<file path="src/rtl/mult_seq_param_pkg.sv">
// mult_seq_param_pkg: shared types and helpers for the sequential multiplier.
// Rev 1.0
`default_nettype none

package mult_seq_param_pkg;

  // Widest vector the parity helper accepts; callers zero-extend to this width.
  localparam int MAX_PARITY_W = 1024;

  typedef enum logic [1:0] {
    IDLE = 2'd0,
    CALC = 2'd1,
    DONE = 2'd2
  } mult_state_t;

  typedef enum logic [1:0] {
    UNSIGNED_A_B = 2'd0,
    SIGNED_A_B   = 2'd1
  } operation_t;

  function automatic logic parity(input logic [MAX_PARITY_W-1:0] data, input logic odd);
    return (^data) ^ odd;
  endfunction

endpackage

`default_nettype wire

</file>
<file path="src/rtl/mult_seq_param_core.sv">
// mult_shift_add_core: radix-2 shift-add engine, one multiplier bit per step.
// Rev 1.0
`default_nettype none

module mult_shift_add_core #(
  parameter int WIDTH = 16
) (
  input  logic               clk,
  input  logic               rst,
  input  logic               start,
  input  logic               step,
  input  logic [WIDTH-1:0]   a,
  input  logic [WIDTH-1:0]   b,
  output logic [2*WIDTH-1:0] acc,
  output logic               last
);

  localparam int CW = $clog2(WIDTH) + 1;

  logic [2*WIDTH-1:0] ma;
  logic [WIDTH-1:0]   mb;
  logic [CW-1:0]      cnt;

  // The load retires bit 0 so the remaining WIDTH-1 bits take WIDTH-1 steps.
  always_ff @(posedge clk or posedge rst) begin
    if (rst) begin
      acc <= '0;
      ma  <= '0;
      mb  <= '0;
      cnt <= '0;
    end else if (start) begin
      acc <= b[0] ? {{WIDTH{1'b0}}, a} : '0;
      ma  <= {{(WIDTH-1){1'b0}}, a, 1'b0};
      mb  <= b >> 1;
      cnt <= CW'(1);
    end else if (step) begin
      if (mb[0]) begin
        acc <= acc + ma;
      end
      ma  <= ma << 1;
      mb  <= mb >> 1;
      cnt <= cnt + CW'(1);
    end
  end

  assign last = (cnt == CW'(WIDTH - 1));

endmodule

`default_nettype wire

</file>
<file path="src/rtl/mult_seq_param.sv">
// mult_seq_param: parity-checked sequential multiplier with req/ack handshake.
// Rev 1.0
`default_nettype none

module mult_seq_param
  import mult_seq_param_pkg::*;
#(
  parameter int WIDTH      = 16,
  parameter bit ODD_PARITY = 1'b0
) (
  input  logic               clk,
  input  logic               rst,
  input  logic               req,
  input  logic [WIDTH-1:0]   arg_a,
  input  logic               arg_a_parity,
  input  logic [WIDTH-1:0]   arg_b,
  input  logic               arg_b_parity,
  input  logic               is_signed,
  output logic               ack,
  output logic               busy,
  output logic [2*WIDTH-1:0] result,
  output logic               result_parity,
  output logic               arg_parity_error,
  output logic               result_rdy
);

  localparam logic [1:0] S_IDLE = IDLE;
  localparam logic [1:0] S_CALC = CALC;
  localparam logic [1:0] S_DONE = DONE;

  logic [1:0]         state;
  logic               neg;
  logic               perr;
  logic               a_ok;
  logic               b_ok;
  logic               start;
  logic               step;
  logic               last;
  logic [WIDTH-1:0]   mag_a;
  logic [WIDTH-1:0]   mag_b;
  logic [2*WIDTH-1:0] acc;
  logic [2*WIDTH-1:0] product;

  assign a_ok = (arg_a_parity == parity((MAX_PARITY_W)'(arg_a), ODD_PARITY));
  assign b_ok = (arg_b_parity == parity((MAX_PARITY_W)'(arg_b), ODD_PARITY));

  // Magnitude of -2^(W-1) wraps to 2^(W-1), which is still correct as unsigned.
  assign mag_a = (is_signed && arg_a[WIDTH-1]) ? -arg_a : arg_a;
  assign mag_b = (is_signed && arg_b[WIDTH-1]) ? -arg_b : arg_b;

  assign start   = (state == S_IDLE) && req;
  assign step    = (state == S_CALC);
  assign product = perr ? '0 : (neg ? -acc : acc);

  mult_shift_add_core #(
    .WIDTH (WIDTH)
  ) u_core (
    .clk   (clk),
    .rst   (rst),
    .start (start),
    .step  (step),
    .a     (mag_a),
    .b     (mag_b),
    .acc   (acc),
    .last  (last)
  );

  always_ff @(posedge clk or posedge rst) begin
    if (rst) begin
      state            <= S_IDLE;
      neg              <= 1'b0;
      perr             <= 1'b0;
      ack              <= 1'b0;
      busy             <= 1'b0;
      result           <= '0;
      result_parity    <= 1'b0;
      arg_parity_error <= 1'b0;
      result_rdy       <= 1'b0;
    end else begin
      ack        <= 1'b0;
      result_rdy <= 1'b0;
      case (state)
        S_IDLE: begin
          if (req) begin
            ack   <= 1'b1;
            busy  <= 1'b1;
            neg   <= is_signed & (arg_a[WIDTH-1] ^ arg_b[WIDTH-1]);
            perr  <= ~(a_ok & b_ok);
            state <= (a_ok & b_ok) ? S_CALC : S_DONE;
          end
        end
        S_CALC: begin
          if (last) begin
            state <= S_DONE;
          end
        end
        S_DONE: begin
          result           <= product;
          result_parity    <= parity((MAX_PARITY_W)'(product), ODD_PARITY);
          arg_parity_error <= perr;
          result_rdy       <= 1'b1;
          busy             <= 1'b0;
          state            <= S_IDLE;
        end
        default: state <= S_IDLE;
      endcase
    end
  end

endmodule

`default_nettype wire
</file>
<file path="config.mk">
export PLATFORM = sky130hd
export DESIGN_NAME = mult_seq_param
export DESIGN_NICKNAME = d
export VERILOG_FILES = /design/src/rtl/mult_seq_param_pkg.sv /design/src/rtl/mult_seq_param_core.sv /design/src/rtl/mult_seq_param.sv
export SDC_FILE = /design/constraint.sdc
export NUM_CORES = 1
export LEC_CHECK = 0
export CELL_PAD_IN_SITES_DETAIL_PLACEMENT = 1
export CELL_PAD_IN_SITES_GLOBAL_PLACEMENT = 1
export CORE_MARGIN = 3
export CORE_UTILIZATION = 45
export CTS_BUF_LIST = sky130_fd_sc_hd__clkbuf_4 sky130_fd_sc_hd__clkbuf_8
export CTS_CLUSTER_DIAMETER = 150
export DETAILED_ROUTE_END_ITERATION = 8
export HOLD_SLACK_MARGIN = 0.02
export PLACE_DENSITY = 0.93
export SYNTH_ARGS = -nofsm -noshare
export SYNTH_HDL_FRONTEND = slang
export SYNTH_HIERARCHICAL = 1
export SYNTH_SLANG_ARGS = --single-unit
export TNS_END_PERCENT = 10
</file>
<file path="constraint.sdc">
create_clock -name clk -period 4.4 [get_ports clk]
set_input_delay 0.44 -clock clk [delete_from_list [all_inputs] [get_ports clk]]
set_output_delay 0.44 -clock clk [all_outputs]
set_load 0.02 [all_outputs]
</file>
==> reports/qor.txt <==
outcome = complete, no violations
Clk pin slew, worst setup/hold paths = 0.08 ns
gpl congestion = 0.9497
setup slack, reg-to-reg = 0.53 ns
FMAX = 258.5 MHz
CP max stage delay = 0.64 ns
total CTS buffers = 17
Critical Path End Type = flop
number of buffers inserted by hold repair at cts = 0
First DRT Iteration DRCs = 521
Hold Violations, Final = 0
largest cells by area after synthesis = dfrtp_1 (34%), xnor2_1 (7.3%), mux2i_1 (6.8%)
worst reg-to-reg path cell count = 11
Req. time, crit path = 4.76 ns
Gate Count Post-Synth = 1027
Tot Pwr = 6.959 mW
largest net degree at the start of global routing = 71
die width = 147.4 microns
Pre-antenna DRT Iters = 4
Seq cells post-synth = 124
post-CTS setup buffers = 0
kind of critical path = flop to flop
TNS Setup = 0 ns
# setup viols final = 0
Nets = 1160
P_leak = 4.644 nW
switching pwr = 3.052 mW
Total Wirelength = 26610 microns
EDFF count, synth = 0
Worst Skew = 0.01407 ns
RSZ-0062 raised after global routing = false
CTS H-tree depth = 4
Peak VDD IR = 0.2465 mV
I/O pins = 75
Switching Fraction = 0.4385
die area = 0.02173 sq mm
M1 wire length = 11420 microns
Worst Path Max Fanout = 11
Avg Cell Area, Syn = 8.763 sq um
Fillers = 2326
Reg-to-Reg End = result_parity$_DFFE_PP0P_
FP Rows = 51
Cell Count Post-Placement = 1320
antenna violations before repair = 0
crit share post-route = 0.8793
vias = 7843
CTS sink cnt = 124
Max Cap Violations = 0
Hold Path Class = primary input to asynchronous set/reset pin
Final Max Slew Viols = 0
part of the power in combinational logic = 0.544
Least-Margin Pin Slew = 0.8762 ns
crit path time final = 3.869 ns
initial core utilization = 0.4609
Cell Int Power = 3.907 mW
register area share after synthesis = 0.3448
synth warn = 6
Overflow after GRT = 0
clock share of power = 0.179
global-route wire length before repair = 43660 microns
Avg Vias per Cell = 5.801
drc violations = 0
clk buf depth = 2
layout cells sized above 1 = 0.06440
Power Dens Cells = 666.8 mW/mm^2
Buffers on Ports = 74
most frequent cell on the critical path = xnor3_1
Worst-Skew Late Latency = 0.47 ns
Non-Filler Instances = 1352
WL/cell = 19.68 microns
die height = 147.4 microns
asr flop ratio synth = 1.000
reg-to-reg startpoint = u_core/acc[0]$_DFFE_PP0P_
core area = 0.01953 sq mm
Root Buffer = clkbuf_8
Worst Path Arrival = 4.22 ns
Distinct cells, synth = 74
critical-path cell list = inv_1 > ha_1 > or3b_1 > or4b_4 > a21bo_1 > a21oi_2 > xnor3_1 > xnor3_2 > xnor3_1 > xnor2_1 > o21ai_1
P&R area growth vs syn = 15.96%
vias in the first global route = 8431
Post-CTS Resized = 0
Primary FF master, synth = dfrtp_1
wire length on met3 = 1461 microns
Detail Route Antenna Nets = 0
Post-Syn Nets = 1113
Worst path slowest cell = or4b_4
top layer in use = met4
max_slew headroom = 0.4159
GRT Total Usage = 0.2482
critical path launch point type = flop
CTS tree = built
wire length on met2 = 13070 microns
sequential share of power = 0.276
post-DP HPWL = 19510 microns
Synth top area share = 0.3448
antenna cells = 0
Synth area leader = dfrtp_1
synthesized cell area = 0.009000 sq mm
-- layout make-up --
type | instances | area (sq um) | share of cell area
Multi-Input combinational cell | 794 | 5488 | 0.5258
Sequential cell | 124 | 3103 | 0.2973
Timing Repair Buffer | 87 | 838.3 | 0.08033
Tap cell | 265 | 331.6 | 0.03177
Clock buffer | 19 | 249.0 | 0.02386
Clock inverter | 13 | 237.7 | 0.02278
Inverter | 50 | 188.9 | 0.01810
-- layout by cell type, fill, tap and decap left out, types with 4 or more instances in the layout --
cell type / Yosys / final
a211oi_1: 8 / 8
a21o_1: 18 / 18
a21oi_1: 56 / 56
a31oi_1: 14 / 14
and2_1: 4 / 4
and3_1: 9 / 9
buf_4: 0 / 13
bufinv_16: 0 / 6
clkbuf_8: 0 / 17
clkdlybuf4s50_1: 0 / 74
dfrtp_1: 124 / 124
ha_1: 47 / 47
inv_1: 49 / 48
mux2_2: 4 / 4
mux2i_1: 61 / 61
nand2_1: 115 / 115
nand2b_1: 4 / 4
nand3_1: 34 / 34
nand4_1: 10 / 10
nor2_1: 80 / 79
nor2b_1: 10 / 10
nor3_1: 14 / 14
nor4_1: 5 / 5
o21a_1: 5 / 5
o21ai_0: 87 / 87
o21ai_1: 4 / 4
o21bai_1: 5 / 5
o31ai_1: 15 / 15
o41ai_1: 4 / 4
or3_1: 9 / 9
or4_1: 7 / 7
xnor2_1: 75 / 75
xnor3_1: 8 / 8
xor2_1: 29 / 29
-- Yosys cell counts, drive strengths merged (3+ instances only) --
master  count
or4         8
mux2i      61
xnor2      75
and3        9
buf        11
nor4        7
mux2        5
and4        3
a21o       18
nand3b      3
nor2b      11
a21oi      57
ha         47
nand2b      4
xnor3       9
o21a        5
o41ai       6
o31ai      17
nand4      10
o21bai      5
or3         9
nand3      34
nor3b       4
o211ai      3
o21ai      91
clkbuf     48
a31oi      14
dfrtp     124
and2        4
a211oi      9
nand2     115
nor3       14
inv        49
nor2       80
a21boi      3
xor2       29
-- worst max path at each step --
stage,cells after the start,startpoint,slack (ns),to
finish,11,u_core/acc[0]$_DFFE_PP0P_,0.53,result_parity$_DFFE_PP0P_
global route,11,u_core/acc[0]$_DFFE_PP0P_,0.38,result_parity$_DFFE_PP0P_
CTS,11,u_core/acc[0]$_DFFE_PP0P_,0.52,result_parity$_DFFE_PP0P_
detailed placement,9,u_core/acc[4]$_DFFE_PP0P_,0.60,result_parity$_DFFE_PP0P_
global placement,11,u_core/acc[0]$_DFFE_PP0P_,0.70,result_parity$_DFFE_PP0P_
floorplan,12,u_core/acc[0]$_DFFE_PP0P_,0.96,result_parity$_DFFE_PP0P_
-- worst max-delay path, delay by kind of cell, from the launching register on --
family / cells / cell delay, ns
AOI/OAI and AO/OA: 3 / 0.48
xor gates and xnor gates: 4 / 1.38
adders and majority gates: 1 / 0.21
buffers and inverters: 1 / 0.12
DFF: 1 / 0.44
and+or+nand+nor: 2 / 1.13
-- metrics by stage --
stage	util	cell area (sq um)	hold WS, ns	setup WS, ns
after CTS	0.5345	10440	0.4536	0.5231
after global placement	0.5095	9950	0.4597	0.6981
after global routing	0.5345	10440	0.5081	0.3804
after floorplan	-	9000	0.4702	0.9609
final	0.5345	10440	0.4372	0.5309
after detailed placement	0.5095	9950	0.4699	0.6037
-- state kept, by name, indices dropped and copies added, names as in the netlist --
name / flops
result: 32
perr: 1
u_core/acc: 32
u_core/mb: 15
u_core/cnt: 5
arg_parity_error: 1
u_core/ma: 31
state: 2
busy: 1
result_rdy: 1
ack: 1
neg: 1
result_parity: 1
-- routing by layer --
layer  vias to the layer above  global-route usage
li1                       3702                   -
met1                      3851              0.3154
met2                       237              0.4249
met3                        53             0.04384
met4                         0             0.09366
met5                         -                   0
-- power by group through the flow --
stage,clock [mW],sequential (mW),combinational (mW)
floorplan,0,1.96,2.58
global placement,0,1.89,3.52
detailed placement,0,1.94,3.71
CTS,1.27,1.92,3.76
global route,1.31,1.98,4.12
finish,1.25,1.92,3.79
-- cells by family after synthesis --
logic type                 after synthesis  synth area share
buffers and inverters                  109           0.04685
xor gates and xnor gates               113            0.1239
AOI/OAI and AO/OA                      248            0.1748
muxes                                   66           0.07410
DFF                                    124            0.3448
and+or+nand+nor                        319            0.1681
adders and majority gates               48           0.06757
No activity file was read; power rests on OpenSTA's default activity.
